File: src/rtl/cfg_pkg.sv
// Shared types and constants for the configuration shift-chain loader.
package cfg_pkg;

  localparam int unsigned CFG_BYTE_W      = 8;
  localparam int unsigned SWITCH_CFG_BITS = 40;

  typedef enum logic [2:0] {
    IDLE,
    LOAD,
    SH_LO,
    SH_HI,
    DONE
  } cfg_state_e;

  // Number of whole configuration bytes needed to fill a chain of the given length.
  function automatic int unsigned chain_bytes(input int unsigned bits);
    return bits / CFG_BYTE_W;
  endfunction

endpackage

File: src/rtl/cfg_chain_loader_if.sv
// Host-side byte streams: configuration bytes in, displaced chain bytes back out.
interface cfg_chain_loader_if;
  import cfg_pkg::*;

  logic [CFG_BYTE_W-1:0] in_data;
  logic                  in_valid;
  logic                  in_ready;
  logic [CFG_BYTE_W-1:0] out_data;
  logic                  out_valid;

  modport master (
    output in_data,
    output in_valid,
    input  in_ready,
    input  out_data,
    input  out_valid
  );

  modport slave (
    input  in_data,
    input  in_valid,
    output in_ready,
    output out_data,
    output out_valid
  );

endinterface

File: src/rtl/cfg_byte_shreg.sv
// Per-byte datapath: parallel-load/serial-out transmit byte with a bit index,
// and a serial-in/parallel-out readback byte filled MSB-first.
module cfg_byte_shreg
  import cfg_pkg::*;
(
  input  logic                  clk,
  input  logic                  rst,
  input  logic                  load,
  input  logic [CFG_BYTE_W-1:0] load_data,
  input  logic                  advance,
  input  logic                  sample,
  input  logic                  sin,
  output logic                  next_bit_c,
  output logic                  last_bit_c,
  output logic [CFG_BYTE_W-1:0] rx_byte
);

  localparam int unsigned IDX_W = $clog2(CFG_BYTE_W);

  logic [CFG_BYTE_W-1:0] tx_q;
  logic [IDX_W-1:0]      idx_q;

  always_ff @(posedge clk) begin
    if (rst) begin
      tx_q    <= '0;
      idx_q   <= '0;
      rx_byte <= '0;
    end else begin
      if (load) begin
        tx_q  <= load_data;
        idx_q <= IDX_W'(CFG_BYTE_W - 1);
      end else if (advance) begin
        idx_q <= idx_q - IDX_W'(1);
      end
      if (sample) begin
        rx_byte <= {rx_byte[CFG_BYTE_W-2:0], sin};
      end
    end
  end

  // Bit that goes onto the chain at the next SH_LO entry: MSB of a fresh byte,
  // otherwise the bit below the one just clocked into the chain.
  assign next_bit_c = load ? load_data[CFG_BYTE_W-1] : tx_q[idx_q - IDX_W'(1)];
  assign last_bit_c = (idx_q == '0);

endmodule

File: src/rtl/cfg_chain_loader.sv
// Serialises host configuration bytes into the switch-box shift chain and
// returns the displaced chain contents as a readback byte stream.
module cfg_chain_loader
  import cfg_pkg::*;
#(
  parameter int unsigned CHAIN_BITS = SWITCH_CFG_BITS
) (
  input  logic              clk,
  input  logic              rst,
  input  logic              start,
  cfg_chain_loader_if.slave host,
  output logic              busy,
  output logic              done,
  output logic              shift_clk,
  output logic              shift_o,
  input  logic              shift_i
);

  localparam int unsigned N_BYTES = chain_bytes(CHAIN_BITS);
  localparam int unsigned CNT_W   = $clog2(N_BYTES + 1);

  cfg_state_e state_q;
  cfg_state_e state_d;

  logic [CNT_W-1:0]      byte_cnt_q;
  logic                  accept_c;
  logic                  byte_end_c;
  logic                  cnt_clr_c;
  logic                  last_byte_c;
  logic                  advance_c;
  logic                  sample_c;
  logic                  next_bit_c;
  logic                  last_bit_c;
  logic [CFG_BYTE_W-1:0] rx_byte;

  assign last_byte_c = (byte_cnt_q == CNT_W'(N_BYTES - 1));
  assign advance_c   = (state_q == SH_HI);
  assign sample_c    = (state_q == SH_LO);

  cfg_byte_shreg u_shreg (
    .clk        (clk),
    .rst        (rst),
    .load       (accept_c),
    .load_data  (host.in_data),
    .advance    (advance_c),
    .sample     (sample_c),
    .sin        (shift_i),
    .next_bit_c (next_bit_c),
    .last_bit_c (last_bit_c),
    .rx_byte    (rx_byte)
  );

  always_ff @(posedge clk) begin
    if (rst) begin
      state_q <= IDLE;
    end else begin
      state_q <= state_d;
    end
  end

  always_comb begin
    state_d    = state_q;
    accept_c   = 1'b0;
    byte_end_c = 1'b0;
    cnt_clr_c  = 1'b0;
    case (state_q)
      IDLE: begin
        if (start) begin
          cnt_clr_c = 1'b1;
          state_d   = LOAD;
        end
      end
      LOAD: begin
        if (host.in_valid) begin
          accept_c = 1'b1;
          state_d  = SH_LO;
        end
      end
      SH_LO: state_d = SH_HI;
      SH_HI: begin
        if (last_bit_c) begin
          byte_end_c = 1'b1;
          state_d    = last_byte_c ? DONE : LOAD;
        end else begin
          state_d = SH_LO;
        end
      end
      DONE:    state_d = IDLE;
      default: state_d = IDLE;
    endcase
  end

  // Completed-byte counter; selects the DONE exit after the final byte.
  always_ff @(posedge clk) begin
    if (rst) begin
      byte_cnt_q <= '0;
    end else if (cnt_clr_c) begin
      byte_cnt_q <= '0;
    end else if (byte_end_c) begin
      byte_cnt_q <= byte_cnt_q + CNT_W'(1);
    end
  end

  // Outputs are registered from the next state so each one lines up with the
  // state it belongs to; shift_o only moves on entry to SH_LO.
  always_ff @(posedge clk) begin
    if (rst) begin
      host.in_ready  <= 1'b0;
      host.out_valid <= 1'b0;
      host.out_data  <= '0;
      busy           <= 1'b0;
      done           <= 1'b0;
      shift_clk      <= 1'b0;
      shift_o        <= 1'b0;
    end else begin
      host.in_ready  <= (state_d == LOAD);
      host.out_valid <= byte_end_c;
      busy           <= (state_d != IDLE);
      done           <= (state_d == DONE);
      shift_clk      <= (state_d == SH_HI);
      if (byte_end_c) begin
        host.out_data <= rx_byte;
      end
      if (state_d == SH_LO) begin
        shift_o <= next_bit_c;
      end
    end
  end

endmodule

File: src/flat_wrapper.sv
// flat-port wrapper written by rule: the top's interface ports become plain ports
module cfg_chain_loader_flat import cfg_pkg::*;
#(
  parameter int unsigned CHAIN_BITS = SWITCH_CFG_BITS
)
  (clk, rst, start, busy, done, shift_clk, shift_o, shift_i, host_in_data, host_in_valid, host_in_ready, host_out_data, host_out_valid);
  cfg_chain_loader_if host_i ();
  input  logic clk;
  input  logic rst;
  input  logic start;
  output logic busy;
  output logic done;
  output logic shift_clk;
  output logic shift_o;
  input  logic shift_i;
  input wire logic [$bits(host_i.in_data)-1:0] host_in_data;
  input wire logic [$bits(host_i.in_valid)-1:0] host_in_valid;
  output wire logic [$bits(host_i.in_ready)-1:0] host_in_ready;
  output wire logic [$bits(host_i.out_data)-1:0] host_out_data;
  output wire logic [$bits(host_i.out_valid)-1:0] host_out_valid;
  assign host_i.in_data = host_in_data;
  assign host_i.in_valid = host_in_valid;
  assign host_in_ready = host_i.in_ready;
  assign host_out_data = host_i.out_data;
  assign host_out_valid = host_i.out_valid;
  cfg_chain_loader #(.CHAIN_BITS(CHAIN_BITS)) u_core (.clk(clk), .rst(rst), .start(start), .host(host_i), .busy(busy), .done(done), .shift_clk(shift_clk), .shift_o(shift_o), .shift_i(shift_i));
endmodule
File: config.mk
export PLATFORM = sky130hd
export DESIGN_NAME = cfg_chain_loader_flat
export DESIGN_NICKNAME = d
export VERILOG_FILES = /design/src/rtl/cfg_pkg.sv /design/src/rtl/cfg_chain_loader_if.sv /design/src/rtl/cfg_byte_shreg.sv /design/src/rtl/cfg_chain_loader.sv /design/src/flat_wrapper.sv
export SDC_FILE = /design/constraint.sdc
export NUM_CORES = 1
export LEC_CHECK = 0
export BUFFER_PORTS_ARGS = -buffer_cell sky130_fd_sc_hd__buf_4
export CAP_MARGIN = 20
export CORE_AREA = 2 2 56 69
export DETAILED_ROUTE_END_ITERATION = 7
export DIE_AREA = 0 0 58 71
export PLACE_DENSITY = 0.68
export SLEW_MARGIN = 20
export SYNTH_ARGS = -nofsm -noshare
export SYNTH_HDL_FRONTEND = slang
export SYNTH_SLANG_ARGS = --single-unit
File: constraint.sdc
create_clock -name clk -period 1.7 [get_ports clk]
set_clock_uncertainty 0.2 [all_clocks]
set_input_delay 0 -clock clk [delete_from_list [all_inputs] [get_ports clk]]
set_output_delay 0 -clock clk [all_outputs]
set_load 0.005 [all_outputs]
==> results.json, run 1 <==
{
  "fin_area_mm2": 0.00209,
  "switchingPower_w": 0.000452,
  "tightest_slew_ns": 0.365,
  "drtPass1Iterations": 4,
  "status": "finished, final reports clean",
  "regArea_um2": 782,
  "critPathKind": "reg -> reg",
  "synth-async-reset-ratio_pct": 0,
  "syn_area_per_cell_um2": 9.06,
  "portBuffers": 26,
  "multi_input_area_um2": 759,
  "report.final.slew_viol_count": 0,
  "grt_antenna_before_repair": 0,
  "nets": 240,
  "yosysWarnings": 0,
  "leakage_nw": 0.821,
  "p_comb_share_pct": 15.1,
  "cts_sinks": 39,
  "syn-instance-count": 179,
  "core_mm2": 0.00348,
  "num_io_pins": 27,
  "die_width_um": 58,
  "cp_max_fo": 4,
  "place_area_mm2": 0.00188,
  "preCtsSetupSlack_ns": -0.0644,
  "final_cell_mix": "nand2_1 (38), buf_4 (38), dfxtp_1 (38)",
  "hold-path-endpoint": "u_core.state_q[0]$_SDFF_PP0_",
  "synth_nets": 196,
  "synth-main-ff-cell": "dfxtp_1",
  "period_share_pct": 96.2,
  "startpoint": "u_core.u_shreg.idx_q[1]$_SDFFE_PP0P_",
  "post-cts-setup-buffers": 0,
  "clk_pin_slew_ns": 0.07,
  "drtAntennaViolNets": 0,
  "hpwlAfterDp_mm": 2.22,
  "drive_gt1_share_pct": 25.9,
  "rsz0062_at_grt": "no",
  "rows": 24,
  "vias": 1330,
  "drc_errors": 0,
  "gp_congestion": 0.796,
  "first_iter_violations": 42,
  "drt-vias-per-instance": 5.06,
  "yosysSeqAreaShare_pct": 48.1,
  "clock_latency_ns": 0.28,
  "crit_arrival_ns": 1.59,
  "yosysUniqueCellTypes": 37,
  "hold_violations": 0,
  "worstReg2RegStart": "u_core.u_shreg.idx_q[1]$_SDFFE_PP0P_",
  "p_seq_share_pct": 52.6,
  "max_freq_ghz": 0.612,
  "wl_mm": 3.23,
  "post-route-min-period_ns": 1.63,
  "cts_buffer_depth": 2,
  "hp-class": "in -> reg",
  "fillers": 301,
  "grt_max_degree": 36,
  "die-area_mm2": 0.00412,
  "grt_pass1_wl_mm": 5.53,
  "finalSetupViolCount": 0,
  "r2r_end": "u_core.shift_o$_SDFFE_PP0N_",
  "required_ns": 1.66,
  "grt.total_usage_pct": 17.2,
  "maxSlewHeadroom_pct": 75.7,
  "wl_per_cell_um": 12.3,
  "maxCapViolations": 0,
  "p_int_w": 0.00138,
  "cts_buffers": 5,
  "synth_edf_count": 0,
  "n_antenna_cell": 0,
  "r2r_setup_slack_ns": 0.07,
  "synth_area_mm2": 0.00162,
  "syn2layout_area_growth_pct": 28.9,
  "setup_slack_ns": 0.0651,
  "die-height_um": 71,
  "p_sw_share_pct": 24.6,
  "rr_worst_depth": 5,
  "start_kind": "flip-flop",
  "pwr-share-clk_pct": 32.3,
  "cp-end-kind": "flip-flop",
  "synth_seq_cells": 39,
  "htreeDepth": 2,
  "grt_pass1_vias": 1316,
  "hold_depth": 4,
  "ir_drop_mv": 0.748,
  "power.density_mw_per_mm2": 878,
  "ctsRootBufferMaster": "clkbuf_8",
  "initial_core_util_pct": 46.6,
  "cts_tree": "yes",
  "min_from": "host_in_valid",
  "grt-ovfl-total": 0
}
==> what timing repair did <==
action / 4_1_cts / 5_1_grt
endpoints found under the setup margin: 11 / 11
hold endpoints to repair: 34 / 0
pin swaps: 0 / 0
gates resized for setup: 2 / 3
hold buffers: 11 / 0
==> per-layer routing <==
layer  track usage (%)  wire length, µm  vias to the layer above
met5                 0                0                        -
met2              30.4             1670                       21
li1                  -                -                      679
met3              5.12               78                        6
met1              19.6             1440                      624
met4              5.43               46                        0
==> layout make-up <==
class                           count  area share, %
Clock buffer                        6           3.47
Timing Repair Buffer               49           18.9
Clock inverter                      2          0.599
Inverter                            5          0.898
Multi-Input combinational cell    123           36.3
Tap cell                           39           2.34
Sequential cell                    39           37.4
==> worst max path at each step <==
stage	to	slack [ns]	depth (start not counted)
after floorplan	u_core.byte_cnt_q[0]$_SDFFE_PP0P_	0.01	8
after global placement	u_core.shift_o$_SDFFE_PP0N_	0.01	5
after detailed placement	u_core.byte_cnt_q[0]$_SDFFE_PP0P_	-0.06	6
after CTS	u_core.host.out_data[5]$_SDFFE_PP0P_	0.004	6
after global routing	u_core.shift_o$_SDFFE_PP0N_	0.02	5
final	u_core.shift_o$_SDFFE_PP0N_	0.07	5
==> worst max-delay path, stage by stage (launching register included) <==
cell and delay, ns:
dfxtp_1 0.34, inv_1 0.08, ha_4 0.30, mux2_2 0.33
o21ai_1 0.16, a311oi_2 0.11
==> power by group through the flow <==
stage          sequential [W]  combinational (W)  clock, W
2_1_floorplan        0.000981           0.000169         0
6_report             0.000965           0.000277  0.000592
3_3_place_gp         0.000985           0.000235         0
5_1_grt              0.000969           0.000302  0.000658
3_5_place_dp         0.000986           0.000244         0
4_1_cts              0.000965           0.000275  0.000606
==> cell families after synthesis <==
kind of cell / Yosys count / share of synthesized area [%]
fa+ha+maj: 4 / 3.09
mux: 11 / 7.64
simple gates: 74 / 21.6
compound gates: 29 / 10.8
xor+xnor: 5 / 2.70
buf+inv: 17 / 6.02
flops: 39 / 48.1
==> cell usage after synthesis (2+ instances only) <==
cell / n / area, µm²
nand2_1: 38 / 143
and2b_1: 2 / 15.0
buf_2: 3 / 15.0
ha_1: 4 / 50.1
and2_1: 2 / 12.5
buf_4: 4 / 30.0
mux2i_1: 9 / 90.1
nor2_1: 14 / 52.6
clkbuf_1: 3 / 11.3
dfxtp_1: 39 / 781
nand3_1: 4 / 20.0
xnor2_1: 2 / 17.5
a21oi_1: 21 / 105
inv_1: 5 / 18.8
nor3_1: 3 / 15.0
xor2_1: 3 / 26.3
buf_6: 2 / 22.5
nand3b_1: 2 / 15.0
==> flip-flops by register name (all words and copies together), names as in the netlist, 3 cells and up <==
| signal | flops |
|---|---|
| u_core.byte_cnt_q | 3 |
| u_core.host.out_data | 8 |
| u_core.state_q | 3 |
| u_core.u_shreg.idx_q | 3 |
| u_core.u_shreg.rx_byte | 8 |
| u_core.u_shreg.tx_q | 8 |
==> stage by stage <==
step           setup TNS [ns]  power, W  cells  utilization, %  hold slack (ns)
3_5_place_dp           -0.357   0.00123    244            53.9           0.0578
3_3_place_gp                0   0.00122    244            53.9           0.0338
2_1_floorplan               0   0.00115    179               -          -0.0640
4_1_cts                     0   0.00185    263            59.9           0.0156
6_report                    0   0.00183    263            60.0           0.0116
5_1_grt                     0   0.00193    263            60.0          0.00413
(Power assumes the default switching activity.)
==> run 2: changes to the inputs <==
--- a/config.mk
+++ b/config.mk
@@ -5,12 +5,14 @@
 export SDC_FILE = /design/constraint.sdc
 export NUM_CORES = 1
 export LEC_CHECK = 0
+export ABC_AREA = 1
 export BUFFER_PORTS_ARGS = -buffer_cell sky130_fd_sc_hd__buf_4
 export CAP_MARGIN = 20
-export CORE_AREA = 2 2 56 69
+export CORE_AREA = 2 2 57 70
+export CTS_CLUSTER_DIAMETER = 50
 export DETAILED_ROUTE_END_ITERATION = 7
-export DIE_AREA = 0 0 58 71
-export PLACE_DENSITY = 0.68
+export DIE_AREA = 0 0 59 72
+export PLACE_DENSITY = 0.69
 export SLEW_MARGIN = 20
 export SYNTH_ARGS = -nofsm -noshare
 export SYNTH_HDL_FRONTEND = slang
==> run 2 against run 1 <==
  * Sequential power increased by 3.3%
  * Non-clock buffer count decreased by 1
  * Fmax increased by 3.4%
  * Setup slack improved by 0.054 ns
  * Power increased by 4.8%
  * Routed wire length decreased by 1.2%
  * Critical path depth increased by 6
  * Combinational power increased by 20%
  * Area after synthesis increased by 5.4%
  * First-iteration DRC count decreased by 31%
==> results.json, run 2 <==
{
  "drtPass1Iterations": 4,
  "critPathKind": "reg -> reg",
  "grt_max_degree": 22,
  "synth_area_leaders": "dfxtp_1 (46%), nor2_1 (8.8%), nand2_1 (5.7%), o21ai_1 (5.3%), inv_1 (4.8%)",
  "grt-ovfl-total": 0,
  "die-area_mm2": 0.00425,
  "synth_area_mm2": 0.00171,
  "initial_core_util_pct": 48.2,
  "gp_congestion": 0.745,
  "drt-vias-per-instance": 4.72,
  "grt.total_usage_pct": 16.5,
  "holdWs_ns": 0.260,
  "power.density_mw_per_mm2": 875,
  "drive_gt1_share_pct": 30.3,
  "vias": 1429,
  "required_ns": 1.73,
  "synth_edf_count": 0,
  "grt_antenna_before_repair": 0,
  "highest_layer": "met4",
  "finalNonFillerCells": 303,
  "power_w": 0.00192,
  "leakage_nw": 1.02,
  "rows": 24,
  "synth_common_cells": "nor2_1 (40), dfxtp_1 (39), nand2_1 (26), inv_1 (22), o21ai_1 (18)",
  "synth_nets": 233,
  "hold_depth": 2,
  "finalSetupViolCount": 0,
  "min_from": "u_core.u_shreg.tx_q[6]$_SDFFE_PP0P_",
  "htreeDepth": 2,
  "period_share_pct": 93.0,
  "die-height_um": 72,
  "grt_pass1_wl_mm": 5.35,
  "hold_violations": 0,
  "yosysUniqueCellTypes": 26,
  "cts_tree": "yes",
  "start_kind": "flip-flop",
  "yosysSeqAreaShare_pct": 45.7,
  "place_inst": 281,
  "hpwlAfterDp_mm": 2.19,
  "clock_latency_ns": 0.28,
  "clk_pin_slew_ns": 0.08,
  "fillers": 327,
  "post-route-min-period_ns": 1.58,
  "yosysTopAreaCellShare_pct": 45.7,
  "wl_per_cell_um": 10.5,
  "n_antenna_cell": 0,
  "max_freq_ghz": 0.633,
  "wl_mm": 3.19,
  "synth-main-ff-cell": "dfxtp_1",
  "core_mm2": 0.00354,
  "synth_seq_cells": 39,
  "cts_buffer_depth": 2,
  "ir_drop_mv": 0.820,
  "fin_tns_setup_ns": 0,
  "ctsRootBufferMaster": "clkbuf_8",
  "startpoint": "u_core.u_shreg.idx_q[0]$_SDFFE_PP0P_",
  "yosysWarnings": 0,
  "drc_errors": 0,
  "syn2layout_area_growth_pct": 28.6,
  "status": "finished, final reports clean",
  "final_cell_mix": "nor2_1 (39), dfxtp_1 (39), buf_4 (34)",
  "cts_sinks": 39,
  "top_regs": "u_core.host.out_data x8, u_core.u_shreg.rx_byte x8, u_core.u_shreg.tx_q x8",
  "maxSlewHeadroom_pct": 84.7,
  "crit_arrival_ns": 1.61,
  "nets": 280,
  "die_width_um": 59,
  "met2WireLength_mm": 1.50,
  "portBuffers": 26,
  "worstReg2RegStart": "u_core.u_shreg.idx_q[0]$_SDFFE_PP0P_",
  "grt_pass1_vias": 1271,
  "met1Wirelength_mm": 1.53,
  "rr_worst_depth": 11,
  "hp-class": "reg -> reg",
  "cp-end-kind": "flip-flop",
  "maxCapViolations": 0,
  "syn-instance-count": 216,
  "r2r_end": "u_core.busy$_SDFF_PP0_",
  "synth_top_cell_by_area": "dfxtp_1",
  "tightest_slew_ns": 0.229,
  "rsz0062_at_grt": "no",
  "cp_max_fo": 15,
  "num_io_pins": 27,
  "cts_buffers": 5,
  "first_iter_violations": 29,
  "syn_area_per_cell_um2": 7.91,
  "report.final.slew_viol_count": 0,
  "yosysMostFrequentCell": "nor2_1",
  "synth-async-reset-ratio_pct": 0,
  "dr_wl_met3_um": 107,
  "r2r_setup_slack_ns": 0.12,
  "hold-path-endpoint": "u_core.u_shreg.tx_q[6]$_SDFFE_PP0P_",
  "drtAntennaViolNets": 0
}
[run 2: cell types whose count changed after synthesis, moves of 6 or more]
cell | before | now
nor2_1 | 14 | 40
o21ai_1 | 1 | 18
inv_1 | 5 | 22
inv_2 | 0 | 6
o21ai_0 | 0 | 10
a21oi_1 | 21 | 3
nand2_1 | 38 | 26
a21oi_2 | 1 | 7
mux2i_1 | 9 | 0
nor2_2 | 0 | 11
[run 2: cell families (layout without fill, tap and decap cells)]
kind of cell | Yosys count | in the layout | share of synthesized area, %
adder cells (fa/ha/maj) | 4 | 4 | 2.93
XOR/XNOR | 2 | 2 | 1.03
buffers and inverters | 36 | 84 | 9.81
flip-flops | 39 | 39 | 45.7
AND/OR/NAND/NOR | 92 | 92 | 25.4
AO/OA/AOI/OAI | 43 | 43 | 15.2
[run 2: cell type report]
| class | count | area, µm² | share of cell area (%) |
|---|---|---|---|
| multi-input cells | 141 | 763 | 34.7 |
| repair buffers | 48 | 415 | 18.9 |
| inverters | 28 | 105 | 4.78 |
| flip-flops and latches | 39 | 781 | 35.5 |
| clock buffers | 5 | 68.8 | 3.13 |
| clock inverters | 3 | 15.0 | 0.683 |
| well taps | 39 | 48.8 | 2.22 |
[run 2: how the worst max path moves through the flow]
| stage | end | slack [ns] | cells past startpoint |
|---|---|---|---|
| floorplan | u_core.host.out_data[0]$_SDFFE_PP0P_ | 0.14 | 10 |
| global placement | u_core.byte_cnt_q[2]$_SDFFE_PP0P_ | 0.12 | 11 |
| detailed placement | u_core.busy$_SDFF_PP0_ | 0.07 | 11 |
| CTS | u_core.byte_cnt_q[2]$_SDFFE_PP0P_ | 0.03 | 11 |
| global route | u_core.shift_o$_SDFFE_PP0N_ | 0.005 | 8 |
| finish | u_core.busy$_SDFF_PP0_ | 0.12 | 11 |
[run 2: critical path: stages (launching register included)]
cell and delay [ns]:
dfxtp_1 0.33, inv_2 0.09, ha_1 0.15, inv_1 0.05
nor2_2 0.11, inv_2 0.06, nor2_4 0.11, inv_2 0.05
buf_12 0.15, nor3_4 0.12, nor2_1 0.06, nand2_1 0.06
[run 2: through the flow]
| stage | instance area, µm² | worst slack [ns] | utilization [%] |
|---|---|---|---|
| after global routing | 2200 | 0.00516 | 62.0 |
| final | 2200 | 0.119 | 62.0 |
| after detailed placement | 1980 | 0.0685 | 55.8 |
| after floorplan | 1710 | 0.138 | - |
| after CTS | 2180 | 0.0330 | 61.5 |
| after global placement | 1980 | 0.118 | 55.8 |
[run 2: metal layers]
| layer | up-vias | GRT usage (%) |
|---|---|---|
| li1 | 771 | - |
| met1 | 631 | 19.3 |
| met2 | 23 | 28.1 |
| met3 | 4 | 3.74 |
| met4 | 0 | 7.58 |
| met5 | - | 0 |
[run 2: where the power goes]
part	internal (W)	total [W]	switching [W]
clock network	0.000281	0.000593	0.000313
registers	0.000966	0.000997	0.0000308
logic	0.000157	0.000332	0.000175
[run 2: what timing repair did]
action / 4_1_cts / 5_1_grt
endpoints found under the hold margin: 20 / 0
buffers inserted: 0 / 2
endpoints found under the setup margin: 0 / 11
hold buffers: 12 / 0
gates resized for setup: 0 / 2
==> run 3: changes to the inputs <==
--- a/config.mk
+++ b/config.mk
@@ -13,6 +13,7 @@
 export DETAILED_ROUTE_END_ITERATION = 7
 export DIE_AREA = 0 0 59 72
 export PLACE_DENSITY = 0.69
+export SETUP_SLACK_MARGIN = 0.5
 export SLEW_MARGIN = 20
 export SYNTH_ARGS = -nofsm -noshare
 export SYNTH_HDL_FRONTEND = slang
==> run 3 against run 2 <==
  * Power increased by 18%
  * Critical path depth decreased by 3
  * Sequential power about the same
  * Register-to-register slack improved by 0.06 ns
  * First-iteration DRC count increased by 66%
  * Combinational power increased by 34%
  * Die area unchanged
  * Final area increased by 17%
  * Flip-flop and latch count unchanged
  * Largest power group unchanged
  * Highest routed layer unchanged
==> results.json, run 3 (same netlist as run 2, synthesis figures left out) <==
{
  "leakage_nw": 1.18,
  "vias": 1559,
  "rsz0062_at_grt": "yes",
  "cp-end-kind": "flip-flop",
  "drc_errors": 0,
  "grt.total_usage_pct": 20.9,
  "max_freq_ghz": 0.659,
  "tightest_slew_ns": 0.329,
  "cts_buffer_depth": 2,
  "gp_congestion": 0.722,
  "slowest_stage": "dfxtp_4",
  "cts_buffers": 5,
  "period_share_pct": 89.3,
  "startpoint": "u_core.u_shreg.idx_q[0]$_SDFFE_PP0P_",
  "drtAntennaViolNets": 0,
  "r2r_end": "u_core.u_shreg.idx_q[2]$_SDFFE_PP0P_",
  "drive_gt1_share_pct": 43.9,
  "start_kind": "flip-flop",
  "die_width_um": 59,
  "hold_violations": 0,
  "post-route-min-period_ns": 1.52,
  "final_common_cell": "buf_4",
  "grt_pass1_vias": 1457,
  "place_inst": 279,
  "initial_core_util_pct": 48.2,
  "cp_max_fo": 4,
  "portBuffers": 26,
  "ctsRootBufferMaster": "clkbuf_8",
  "n_antenna_cell": 0,
  "fillers": 280,
  "worstReg2RegStart": "u_core.u_shreg.idx_q[0]$_SDFFE_PP0P_",
  "clk_pin_slew_ns": 0.08,
  "drtPass1Iterations": 5,
  "syn2layout_area_growth_pct": 50.6,
  "maxCapViolations": 0,
  "required_ns": 1.69,
  "fin_area_mm2": 0.00257,
  "maxSlewHeadroom_pct": 78.0,
  "nets": 296,
  "rr_worst_depth": 8,
  "grt-ovfl-total": 0,
  "crit_chain": "clkinv_4 > buf_6 > ha_4 > xnor2_2 > buf_4 > o21ai_1 > o21ai_1 > inv_1",
  "power_w": 0.00226,
  "drt-vias-per-instance": 4.89,
  "final_cell_mix": "buf_4 (38), nor2_1 (36), dfxtp_1 (34)",
  "r2r_setup_slack_ns": 0.18,
  "rows": 24,
  "grt_max_degree": 14,
  "first_iter_violations": 48,
  "hp-class": "in -> reg",
  "report.final.slew_viol_count": 0,
  "wl_per_cell_um": 13.1,
  "status": "finished, final reports clean",
  "cpMostUsedCell": "o21ai_1",
  "holdWs_ns": 0.0469,
  "fin_tns_setup_ns": 0,
  "grt_pass1_wl_mm": 6.64,
  "power.density_mw_per_mm2": 878,
  "die-height_um": 72,
  "num_io_pins": 27,
  "cts_tree": "yes",
  "top_regs": "u_core.host.out_data x8, u_core.u_shreg.rx_byte x8, u_core.u_shreg.tx_q x8",
  "core_mm2": 0.00354,
  "critPathCapture": "u_core.u_shreg.idx_q[2]$_SDFFE_PP0P_",
  "die-area_mm2": 0.00425,
  "ir_drop_mv": 0.853,
  "place_area_mm2": 0.00198,
  "htreeDepth": 2,
  "grt_antenna_before_repair": 0,
  "hpwlAfterDp_mm": 2.27,
  "clock_latency_ns": 0.30,
  "finalNonFillerCells": 319,
  "cts_sinks": 39,
  "wl_mm": 4.18,
  "critPathMaxStageDelay_ns": 0.37,
  "crit_arrival_ns": 1.51,
  "finalSetupViolCount": 0,
  "critPathKind": "reg -> reg"
}
run 3: cell count changes in the layout (fill, tap and decap cells not counted), moves of 3 or more:
| cell | change |
|---|---|
| o21ai_2 | +12 |
| dfxtp_1 | -5 |
| dlygate4sd3_1 | +5 |
| o21ai_0 | -10 |
| nand2_1 | -5 |
| nor2_1 | -3 |
| nor2_4 | +5 |
| buf_6 | +6 |
| buf_4 | +4 |
| dfxtp_2 | +3 |
| nand2_2 | +4 |
run 3: power by group:
group	leakage, nW	total, W	switching, W	internal (W)
registers	0.320	0.00101	0.0000428	0.000965
logic	0.795	0.000446	0.000223	0.000223
clock network	0.0612	0.000805	0.000330	0.000475
total	1.18	0.00226	0.000596	0.00166
run 3: worst min path at each step:
stage | startpoint | endpoint | slack, ns | cells after the start
after global placement | rst | u_core.u_shreg.tx_q[7]$_SDFFE_PP0P_ | 0.05 | 2
after floorplan | rst | u_core.u_shreg.tx_q[7]$_SDFFE_PP0P_ | -0.13 | 1
final | rst | u_core.host.out_data[7]$_SDFFE_PP0P_ | 0.05 | 5
after CTS | rst | u_core.host.out_data[7]$_SDFFE_PP0P_ | 0.02 | 5
after global routing | rst | u_core.u_shreg.tx_q[2]$_SDFFE_PP0P_ | 0.07 | 5
after detailed placement | rst | u_core.u_shreg.tx_q[7]$_SDFFE_PP0P_ | 0.06 | 2
run 3: area by class of cell:
cell class	count	area [µm²]	area share [%]
multi-input cells	141	916	35.6
flip-flops and latches	39	792	30.8
repair inverters	1	6.26	0.243
well taps	39	48.8	1.90
repair buffers	63	563	21.9
clock buffers	6	82.6	3.21
inverters	28	130	5.06
clock inverters	2	35.0	1.36
run 3: critical path: cells and delay by family, from the launching register on:
family                   cells  cell delay, ns
flip-flops                   1            0.37
buffers and inverters        4            0.36
AO/OA/AOI/OAI                2            0.18
adder cells (fa/ha/maj)      1            0.16
XOR/XNOR                     1            0.14
run 3: what timing repair did:
| item | CTS | global route |
|---|---|---|
| endpoints found under the hold margin | 22 | 0 |
| buffers inserted | 8 | 4 |
| gates resized for setup | 27 | 34 |
| pin swaps | 8 | 12 |
| hold buffers | 17 | 0 |
| setup endpoints to repair | 37 | 39 |
| gates cloned | 2 | 1 |
run 3: metal layers:
metal | share of wire (%) | track usage (%) | routed length [µm] | up-vias
met2 | 54 | 36.5 | 2260 | 29
met1 | 41 | 23.6 | 1720 | 716
li1 | - | - | - | 808
met3 | 3.1 | 5.53 | 131 | 6
met5 | 0 | 0 | 0 | -
met4 | 1.6 | 8.59 | 65 | 0
run 3: stage by stage:
| stage | util, % | setup WS, ns |
|---|---|---|
| 2_1_floorplan | - | 0.207 |
| 3_3_place_gp | 55.8 | 0.160 |
| 3_5_place_dp | 55.8 | 0.113 |
| 4_1_cts | 68.3 | 0.193 |
| 5_1_grt | 72.6 | 0.0910 |
| 6_report | 72.6 | 0.182 |
